[src/rtl/pic_interrupt_control_pkg.sv]
// Package pic_pkg: shared types and helpers for the PIC control stage.
//   ack_state_t      : INTA sequencer state (IDLE, ACK1, ACK2)
//   rotate_right/left: 8-bit barrel rotate by 0..7
//   resolve_priority : isolate the lowest set bit (bit 0 = highest priority)
//   onehot3to8 / level8to3 : level <-> one-hot conversion
package pic_pkg;
  typedef enum logic [1:0] {IDLE, ACK1, ACK2} ack_state_t;

  function automatic logic [7:0] rotate_right(logic [7:0] v, logic [2:0] n);
    logic [15:0] d;
    d = {v, v} >> n;
    return d[7:0];
  endfunction

  function automatic logic [7:0] rotate_left(logic [7:0] v, logic [2:0] n);
    logic [15:0] d;
    d = {v, v} << n;
    return d[15:8];
  endfunction

  function automatic logic [7:0] resolve_priority(logic [7:0] v);
    return v & (~v + 8'd1);
  endfunction

  function automatic logic [7:0] onehot3to8(logic [2:0] l);
    return 8'd1 << l;
  endfunction

  function automatic logic [2:0] level8to3(logic [7:0] v);
    logic [2:0] l;
    l = '0;
    for (int i = 0; i < 8; i++) if (v[i]) l = 3'(i);
    return l;
  endfunction
endpackage

[src/rtl/pic_interrupt_control_if.sv]
// Interface bundling the ISR/IRR side and CPU side signals of the PIC control stage.
//   slave  : the control stage (consumes requests/INTA/EOI, produces pulses and vector)
//   master : the environment driving it
interface pic_interrupt_control_if;
  logic [7:0] irr, imr, isr, highest_level_in_service;
  logic       inta_n;
  logic [4:0] vector_base;
  logic       eoi_cmd, eoi_specific, rotate_on_eoi, auto_eoi;
  logic [2:0] eoi_level;
  logic       int_out, latch_isr, data_out_en;
  logic [7:0] interrupt, clear_irr, end_interrupt, data_out;
  logic [2:0] priority_rotate;

  modport slave (
    input  irr, imr, isr, highest_level_in_service, inta_n, vector_base,
           eoi_cmd, eoi_specific, eoi_level, rotate_on_eoi, auto_eoi,
    output int_out, interrupt, latch_isr, clear_irr, end_interrupt,
           priority_rotate, data_out, data_out_en
  );
  modport master (
    output irr, imr, isr, highest_level_in_service, inta_n, vector_base,
           eoi_cmd, eoi_specific, eoi_level, rotate_on_eoi, auto_eoi,
    input  int_out, interrupt, latch_isr, clear_irr, end_interrupt,
           priority_rotate, data_out, data_out_en
  );
endinterface

[src/rtl/pic_priority_resolver.sv]
// Combinational priority resolver.
//   vec    : request/in-service vector
//   rot    : lowest-priority level; level rot+1 is highest
//   winner : one-hot highest-priority set bit, original positions
//   rank   : winner position after rotation (0 = highest priority)
//   any    : vec has at least one bit set
module pic_priority_resolver
  import pic_pkg::*;
(
  input  logic [7:0] vec,
  input  logic [2:0] rot,
  output logic [7:0] winner,
  output logic [2:0] rank,
  output logic       any
);
  logic [2:0] sh;
  logic [7:0] rotated, res;

  assign sh      = rot + 3'd1;       // brings the highest-priority level to bit 0
  assign rotated = rotate_right(vec, sh);
  assign res     = resolve_priority(rotated);
  assign winner  = rotate_left(res, sh);
  assign rank    = level8to3(res);
  assign any     = |vec;
endmodule

[src/rtl/pic_interrupt_control.sv]
// PIC control stage: arbitration, int_out, 8086 two-pulse INTA sequencer, vector
// drive, and the one-cycle ISR set/clear pulses.
//   clk, reset : clock, asynchronous active-high reset
//   bus        : pic_interrupt_control_if.slave (requests, INTA, EOI in; pulses, vector out)
// Optional feature macro: PIC_AUTO_EOI_EN (auto EOI on ACK2->IDLE when auto_eoi = 1).
module pic_interrupt_control
  import pic_pkg::*;
#(
  parameter int SYNC_STAGES    = 2,
  parameter int SPURIOUS_LEVEL = 7
) (
  input logic clk,
  input logic reset,
  pic_interrupt_control_if.slave bus
);
  logic [7:0] req, req_win, isr_win;
  logic [2:0] req_rank, isr_rank;
  logic       req_any, isr_any, int_req;

  assign req = bus.irr & ~bus.imr;

  pic_priority_resolver u_req (.vec(req),     .rot(bus.priority_rotate), .winner(req_win), .rank(req_rank), .any(req_any));
  pic_priority_resolver u_isr (.vec(bus.isr), .rot(bus.priority_rotate), .winner(isr_win), .rank(isr_rank), .any(isr_any));

  // isr_win is only needed for its rank
  logic [7:0] unused_isr_win;
  assign unused_isr_win = isr_win;

  assign int_req = req_any && (!isr_any || req_rank < isr_rank);

  // inta_n synchroniser; idles high so reset never fakes an edge
  logic [SYNC_STAGES-1:0] sync_q;
  logic inta_d, inta_s, fall, rise;
  always_ff @(posedge clk or posedge reset)
    if (reset) begin
      sync_q <= '1;
      inta_d <= 1'b1;
    end else begin
      sync_q <= {sync_q[SYNC_STAGES-2:0], bus.inta_n};
      inta_d <= sync_q[SYNC_STAGES-1];
    end
  assign inta_s = sync_q[SYNC_STAGES-1];
  assign fall   = inta_d & ~inta_s;
  assign rise   = ~inta_d & inta_s;

  ack_state_t state, state_nx;

  always_ff @(posedge clk or posedge reset)
    if (reset) state <= IDLE;
    else       state <= state_nx;

  always_comb begin
    state_nx = state;
    case (state)
      IDLE:    if (fall) state_nx = ACK1;
      ACK1:    if (fall) state_nx = ACK2;
      ACK2:    if (rise) state_nx = IDLE;
      default: state_nx = IDLE;
    endcase
  end

  // registered outputs and sequence context
  logic       int_q, latch_q, en_q, spur_q, pend_q, prot_q;
  logic [7:0] intr_q, clr_q, end_q, data_q, pmask_q;
  logic [2:0] pr_q, lvl_q;
  logic       int_d, latch_d, en_d, spur_d, pend_d, prot_d;
  logic [7:0] intr_d, clr_d, end_d, data_d, pmask_d, eoi_mask;
  logic [2:0] pr_d, lvl_d;
  logic       latch_go;

  assign latch_go = (state == IDLE) && fall;
  assign eoi_mask = bus.eoi_specific ? onehot3to8(bus.eoi_level)
                  : (isr_any ? bus.highest_level_in_service : 8'h00);

  always_comb begin
    int_d = 1'b0; latch_d = 1'b0; intr_d = '0; clr_d = '0; end_d = '0;
    en_d = en_q; data_d = data_q; lvl_d = lvl_q; spur_d = spur_q; pr_d = pr_q;
    pend_d = 1'b0; pmask_d = pmask_q; prot_d = prot_q;
    case (state)
      IDLE:
        if (fall) begin
          lvl_d  = int_req ? level8to3(req_win) : 3'(SPURIOUS_LEVEL);
          spur_d = !int_req;
          if (int_req) begin
            intr_d = req_win; clr_d = req_win; latch_d = 1'b1;
          end
        end else int_d = int_req;
      ACK1:
        if (fall) begin
          data_d = {bus.vector_base, lvl_q};
          en_d   = 1'b1;
        end
      ACK2:
        if (rise) begin
          data_d = '0;
          en_d   = 1'b0;
`ifdef PIC_AUTO_EOI_EN
          if (bus.auto_eoi && !spur_q) end_d = onehot3to8(lvl_q);
`endif
        end
      default: ;
    endcase
    // An EOI colliding with the latch pulse is deferred one cycle; any
    // eoi_cmd arriving while it waits is dropped.
    if (pend_q) begin
      end_d = end_d | pmask_q;
      if (prot_q && pmask_q != 8'h00) pr_d = level8to3(pmask_q);
    end else if (bus.eoi_cmd) begin
      if (latch_go) begin
        pend_d = 1'b1; pmask_d = eoi_mask; prot_d = bus.rotate_on_eoi;
      end else begin
        end_d = end_d | eoi_mask;
        if (bus.rotate_on_eoi && eoi_mask != 8'h00) pr_d = level8to3(eoi_mask);
      end
    end
  end

`ifndef PIC_AUTO_EOI_EN
  logic unused_auto_eoi;
  assign unused_auto_eoi = bus.auto_eoi;
`endif

  always_ff @(posedge clk or posedge reset)
    if (reset) begin
      int_q <= 1'b0; latch_q <= 1'b0; en_q <= 1'b0; spur_q <= 1'b0;
      pend_q <= 1'b0; prot_q <= 1'b0; intr_q <= '0; clr_q <= '0; end_q <= '0;
      data_q <= '0; pmask_q <= '0; pr_q <= 3'd7; lvl_q <= '0;
    end else begin
      int_q <= int_d; latch_q <= latch_d; en_q <= en_d; spur_q <= spur_d;
      pend_q <= pend_d; prot_q <= prot_d; intr_q <= intr_d; clr_q <= clr_d;
      end_q <= end_d; data_q <= data_d; pmask_q <= pmask_d; pr_q <= pr_d; lvl_q <= lvl_d;
    end

  assign bus.int_out         = int_q;
  assign bus.interrupt       = intr_q;
  assign bus.latch_isr       = latch_q;
  assign bus.clear_irr       = clr_q;
  assign bus.end_interrupt   = end_q;
  assign bus.priority_rotate = pr_q;
  assign bus.data_out        = data_q;
  assign bus.data_out_en     = en_q;
endmodule
[src/flat_wrapper.sv]
// flat-port wrapper written by rule: the top's interface ports become plain ports
module pic_interrupt_control_flat import pic_pkg::*;
#(
  parameter int SYNC_STAGES    = 2,
  parameter int SPURIOUS_LEVEL = 7
)
  (clk, reset, bus_irr, bus_imr, bus_isr, bus_highest_level_in_service, bus_inta_n, bus_vector_base, bus_eoi_cmd, bus_eoi_specific, bus_eoi_level, bus_rotate_on_eoi, bus_auto_eoi, bus_int_out, bus_interrupt, bus_latch_isr, bus_clear_irr, bus_end_interrupt, bus_priority_rotate, bus_data_out, bus_data_out_en);
  pic_interrupt_control_if bus_i ();
  input logic clk;
  input logic reset;
  input wire logic [$bits(bus_i.irr)-1:0] bus_irr;
  input wire logic [$bits(bus_i.imr)-1:0] bus_imr;
  input wire logic [$bits(bus_i.isr)-1:0] bus_isr;
  input wire logic [$bits(bus_i.highest_level_in_service)-1:0] bus_highest_level_in_service;
  input wire logic [$bits(bus_i.inta_n)-1:0] bus_inta_n;
  input wire logic [$bits(bus_i.vector_base)-1:0] bus_vector_base;
  input wire logic [$bits(bus_i.eoi_cmd)-1:0] bus_eoi_cmd;
  input wire logic [$bits(bus_i.eoi_specific)-1:0] bus_eoi_specific;
  input wire logic [$bits(bus_i.eoi_level)-1:0] bus_eoi_level;
  input wire logic [$bits(bus_i.rotate_on_eoi)-1:0] bus_rotate_on_eoi;
  input wire logic [$bits(bus_i.auto_eoi)-1:0] bus_auto_eoi;
  output wire logic [$bits(bus_i.int_out)-1:0] bus_int_out;
  output wire logic [$bits(bus_i.interrupt)-1:0] bus_interrupt;
  output wire logic [$bits(bus_i.latch_isr)-1:0] bus_latch_isr;
  output wire logic [$bits(bus_i.clear_irr)-1:0] bus_clear_irr;
  output wire logic [$bits(bus_i.end_interrupt)-1:0] bus_end_interrupt;
  output wire logic [$bits(bus_i.priority_rotate)-1:0] bus_priority_rotate;
  output wire logic [$bits(bus_i.data_out)-1:0] bus_data_out;
  output wire logic [$bits(bus_i.data_out_en)-1:0] bus_data_out_en;
  assign bus_i.irr = bus_irr;
  assign bus_i.imr = bus_imr;
  assign bus_i.isr = bus_isr;
  assign bus_i.highest_level_in_service = bus_highest_level_in_service;
  assign bus_i.inta_n = bus_inta_n;
  assign bus_i.vector_base = bus_vector_base;
  assign bus_i.eoi_cmd = bus_eoi_cmd;
  assign bus_i.eoi_specific = bus_eoi_specific;
  assign bus_i.eoi_level = bus_eoi_level;
  assign bus_i.rotate_on_eoi = bus_rotate_on_eoi;
  assign bus_i.auto_eoi = bus_auto_eoi;
  assign bus_int_out = bus_i.int_out;
  assign bus_interrupt = bus_i.interrupt;
  assign bus_latch_isr = bus_i.latch_isr;
  assign bus_clear_irr = bus_i.clear_irr;
  assign bus_end_interrupt = bus_i.end_interrupt;
  assign bus_priority_rotate = bus_i.priority_rotate;
  assign bus_data_out = bus_i.data_out;
  assign bus_data_out_en = bus_i.data_out_en;
  pic_interrupt_control #(.SYNC_STAGES(SYNC_STAGES), .SPURIOUS_LEVEL(SPURIOUS_LEVEL)) u_core (.clk(clk), .reset(reset), .bus(bus_i));
endmodule
[config.mk]
export PLATFORM = sky130hd
export DESIGN_NAME = pic_interrupt_control_flat
export DESIGN_NICKNAME = d
export VERILOG_FILES = /design/src/rtl/pic_interrupt_control_pkg.sv /design/src/rtl/pic_interrupt_control_if.sv /design/src/rtl/pic_priority_resolver.sv /design/src/rtl/pic_interrupt_control.sv /design/src/flat_wrapper.sv
export SDC_FILE = /design/constraint.sdc
export NUM_CORES = 1
export LEC_CHECK = 0
export CAP_MARGIN = 20
export CORE_ASPECT_RATIO = 0.8
export CORE_MARGIN = 2
export CORE_UTILIZATION = 35
export CTS_CLUSTER_SIZE = 8
export DETAILED_ROUTE_END_ITERATION = 16
export PLACE_DENSITY = 0.55
export SETUP_SLACK_MARGIN = 0.2
export SYNTH_ARGS = -nofsm -noshare
export SYNTH_HDL_FRONTEND = slang
export SYNTH_SLANG_ARGS = --single-unit
export TNS_END_PERCENT = 5
[constraint.sdc]
create_clock -name clk -period 4.5 [get_ports clk]
set_clock_uncertainty 0.05 [all_clocks]
set_input_delay 1.125 -clock clk [delete_from_list [all_inputs] [get_ports clk]]
set_output_delay 1.125 -clock clk [all_outputs]
set_load 0.1 [all_outputs]
==> key figures <==
Hold path
  • Worst hold-check path type: flop to flop

Timing
  • Final min period: 4.161 ns
  • Final hold slack: 0.3087 ns
  • Fmax: 240.3 MHz
  • Worst rel slew slack: 0.3427
  • Final period util: 0.9246
  • Worst Tran Pin Value: 0.9794 ns
  • Setup TNS: 0 ns
  • Max Slew Vio Count: 0
  • Final Hold Viols: 0
  • RSZ-0062 raised after global routing: no
  • Finish-stage setup viols: 0

Routing
  • Via count: 4,071
  • DRC: 0
  • Drt pass-1 iters: 4
  • Final wirelength: 11.53 mm
  • Final ANT Viol Nets: 0
  • Initial DRC Count: 280
  • Vias per cell: 5.539
  • DR WL/cell: 15.69 µm

CTS
  • Clock Tree Buf Depth: 2
  • Clock Latency Late Sink: 0.28 ns
  • TritonCTS Buffers: 5
  • Clk sinks: 48
  • CTS clk-pin slew, worst paths: 0.06 ns
  • # H-tree levels: 2
  • Clock root buffer: clkbuf_16
  • CTS tree: yes
  • CTS Hold Bufs: 0

Logic synthesis
  • Post-synth net total: 503
  • Seq/Total Area, Yosys: 0.3012
  • Number of enable flip-flop cells after synthesis: 0
  • Count of state elements after synthesis: 48
  • Yosys warns: 0
  • Syn avg cell area: 8.917 µm²
  • Synthesized cell area: 4013 µm²
  • Synth area leader: dfrtp_1
  • Top cells by count, synth: nor2_1 (59), dfrtp_1 (42), nand2_1 (31), o21ai_0 (28), a21oi_1 (24)
  • Post-synth top area share: 0.2619
  • Mapped Cells: 450
  • Top_reg_cell synth: dfrtp_1
  • Most common cell in the netlist: nor2_1
  • Asr flop ratio synth: 1.000
  • Synth unique cells: 68
  • Synth top area cells: dfrtp_1 (26%), mux4_2 (9.5%), nor2_1 (5.5%), mux2_2 (4.2%), dfstp_2 (3.9%)

Global route
  • Grt total ovfl: 0
  • Largest net degree at the start of global routing: 49
  • Wire length of the first global-routing pass: 18.69 mm
  • Total GRT Usage: 0.1874
  • Initial antenna violation count: 0
  • Vias in the first global route: 3,673

Job
  • Max-capacitance violation count: 0

Finish
  • Layout cell share with drive strength beyond 1: 0.2843
  • Final layout net count: 643
  • Area growth, synth to finish: 44.31%
  • Diodes inserted: 0
  • Layout Cells excl Fill: 735
  • Fillcell total: 1,019

Placement
  • IO buf count: 83
  • Post-DP HPWL: 9.127 mm
  • Placer Congestion: 0.9165
  • Placed cell count: 724

Floorplan
  • Initial core utilization: 0.3642
  • Num rows: 34
  • Die Area: 12,340 µm²
  • I/O pins: 85
  • Core area: 11,020 µm²
  • Die Wd: 123.7 µm
  • Die extent in y: 99.77 µm

Worst setup path
  • Data arrival, critical path: 4.31 ns
  • Worst-path fanout max: 5
  • Setup CP Type: input port to flop
  • CP required: 4.65 ns
  • Crit. End Element: flop
  • Startpoint Class: input port

Run status
  • Status: finished, final reports clean
-- final timing paths --
check                      slack (ns)                                       from                                  to  depth (start not counted)
setup / recovery                 0.34                                 bus_irr[3]   u_core.bus.interrupt[4]$_DFF_PP0_                         15
hold / removal                   0.31                 u_core.sync_q[0]$_DFF_PP1_          u_core.sync_q[1]$_DFF_PP1_                          0
setup reg to reg                 0.51  u_core.bus.priority_rotate[0]$_DFFE_PP1P_   u_core.bus.interrupt[4]$_DFF_PP0_                         15
hold reg to reg                  0.31                 u_core.sync_q[0]$_DFF_PP1_          u_core.sync_q[1]$_DFF_PP1_                          0
max in group asynchronous        2.87                                      reset          u_core.sync_q[0]$_DFF_PP1_                          3
min in group asynchronous        1.01                                      reset  u_core.bus.data_out[3]$_DFFE_PP0P_                          2
-- layout make-up --
cell class,count,area (µm²),area share
Clock inverter,1,5.005,0.0008643
Multi-Input combinational cell,357,2700,0.4663
Sequential cell,48,1212,0.2094
Tap cell,144,180.2,0.03112
Timing Repair Buffer,165,1503,0.2595
Clock buffer,7,132.6,0.02290
Inverter,13,57.56,0.009940
-- per-layer routing --
metal,up-vias,track usage,wire length (µm)
met5,-,0,0
met4,0,0.01311,24
met3,2,0.02443,576
met2,123,0.2819,5229
met1,1982,0.2979,5700
li1,1964,-,-
-- cells by family (layout without fill, tap and decap cells) --
| group | Yosys count | in the layout | synth area share |
|---|---|---|---|
| XOR/XNOR | 2 | 2 | 0.006238 |
| adder cells (fa/ha/maj) | 6 | 6 | 0.01871 |
| multiplexers | 46 | 46 | 0.1724 |
| AND/OR/NAND/NOR | 186 | 186 | 0.2451 |
| flip-flops | 48 | 48 | 0.3012 |
| AO/OA/AOI/OAI | 117 | 117 | 0.1977 |
| buffers and inverters | 45 | 186 | 0.05862 |
-- metrics by stage --
step	utilization	setup WS, ns	instance area, µm²
6_report	0.5256	0.3392	5791
5_1_grt	0.5256	0.1711	5791
4_1_cts	0.5116	0.2036	5637
3_5_place_dp	0.4966	-0.4038	5472
3_3_place_gp	0.4966	-0.3902	5472
2_1_floorplan	-	0.2455	4016
-- flip-flops by register name (all words and copies together), names as in the netlist, 2 cells and up --
signal	count
u_core.bus.data_out	8
u_core.bus.interrupt	8
u_core.bus.end_interrupt	8
u_core.pmask_q	8
u_core.bus.priority_rotate	3
u_core.state	2
u_core.sync_q	2
u_core.lvl_q	3
-- what timing repair did --
item	in CTS	in global routing
setup endpoints to repair	12	12
hold endpoints to repair	0	0
gates resized for setup	16	38
buffers inserted	0	2
pin swaps	9	11
-- worst max-delay path: stages --
cell             delay (ns)
clkdlybuf4s50_1        0.47
and3b_2                0.21
o221ai_2               0.10
mux4_2                 0.51
mux2i_1                0.14
a21oi_1                0.09
o22ai_1                0.16
o31a_1                 0.16
ha_1                   0.23
o21a_1                 0.20
o21ai_2                0.13
a31oi_2                0.06
or3_4                  0.45
buf_6                  0.15
nor3_2                 0.13
-- placed cells by master, fill, tap and decap left out, types with 3 or more instances in the layout --
master,n
a2111oi_0,5
a21oi_1,24
a22oi_1,4
a31oi_1,11
a32oi_1,3
and2_1,3
and3_1,7
and3b_1,4
buf_12,3
buf_4,77
clkbuf_16,5
clkdlybuf4s50_1,68
dfrtp_1,42
dfstp_2,5
dlygate4sd2_1,3
dlymetal6s2s_1,10
ha_1,5
inv_1,10
mux2_2,15
mux2i_1,14
mux4_2,17
nand2_1,31
nand2b_1,17
nand3_1,5
nand3b_1,5
nand4_1,5
nor2_1,56
nor2_2,3
nor2b_1,9
nor3_1,8
nor3b_2,4
nor4_1,5
o2111ai_1,3
o211ai_1,4
o21ai_0,25
o21ai_1,3
o22a_1,3
o22ai_1,3
Power is not shown: default switching activity piles up to over one toggle a cycle in this logic, so the estimate is an artifact.
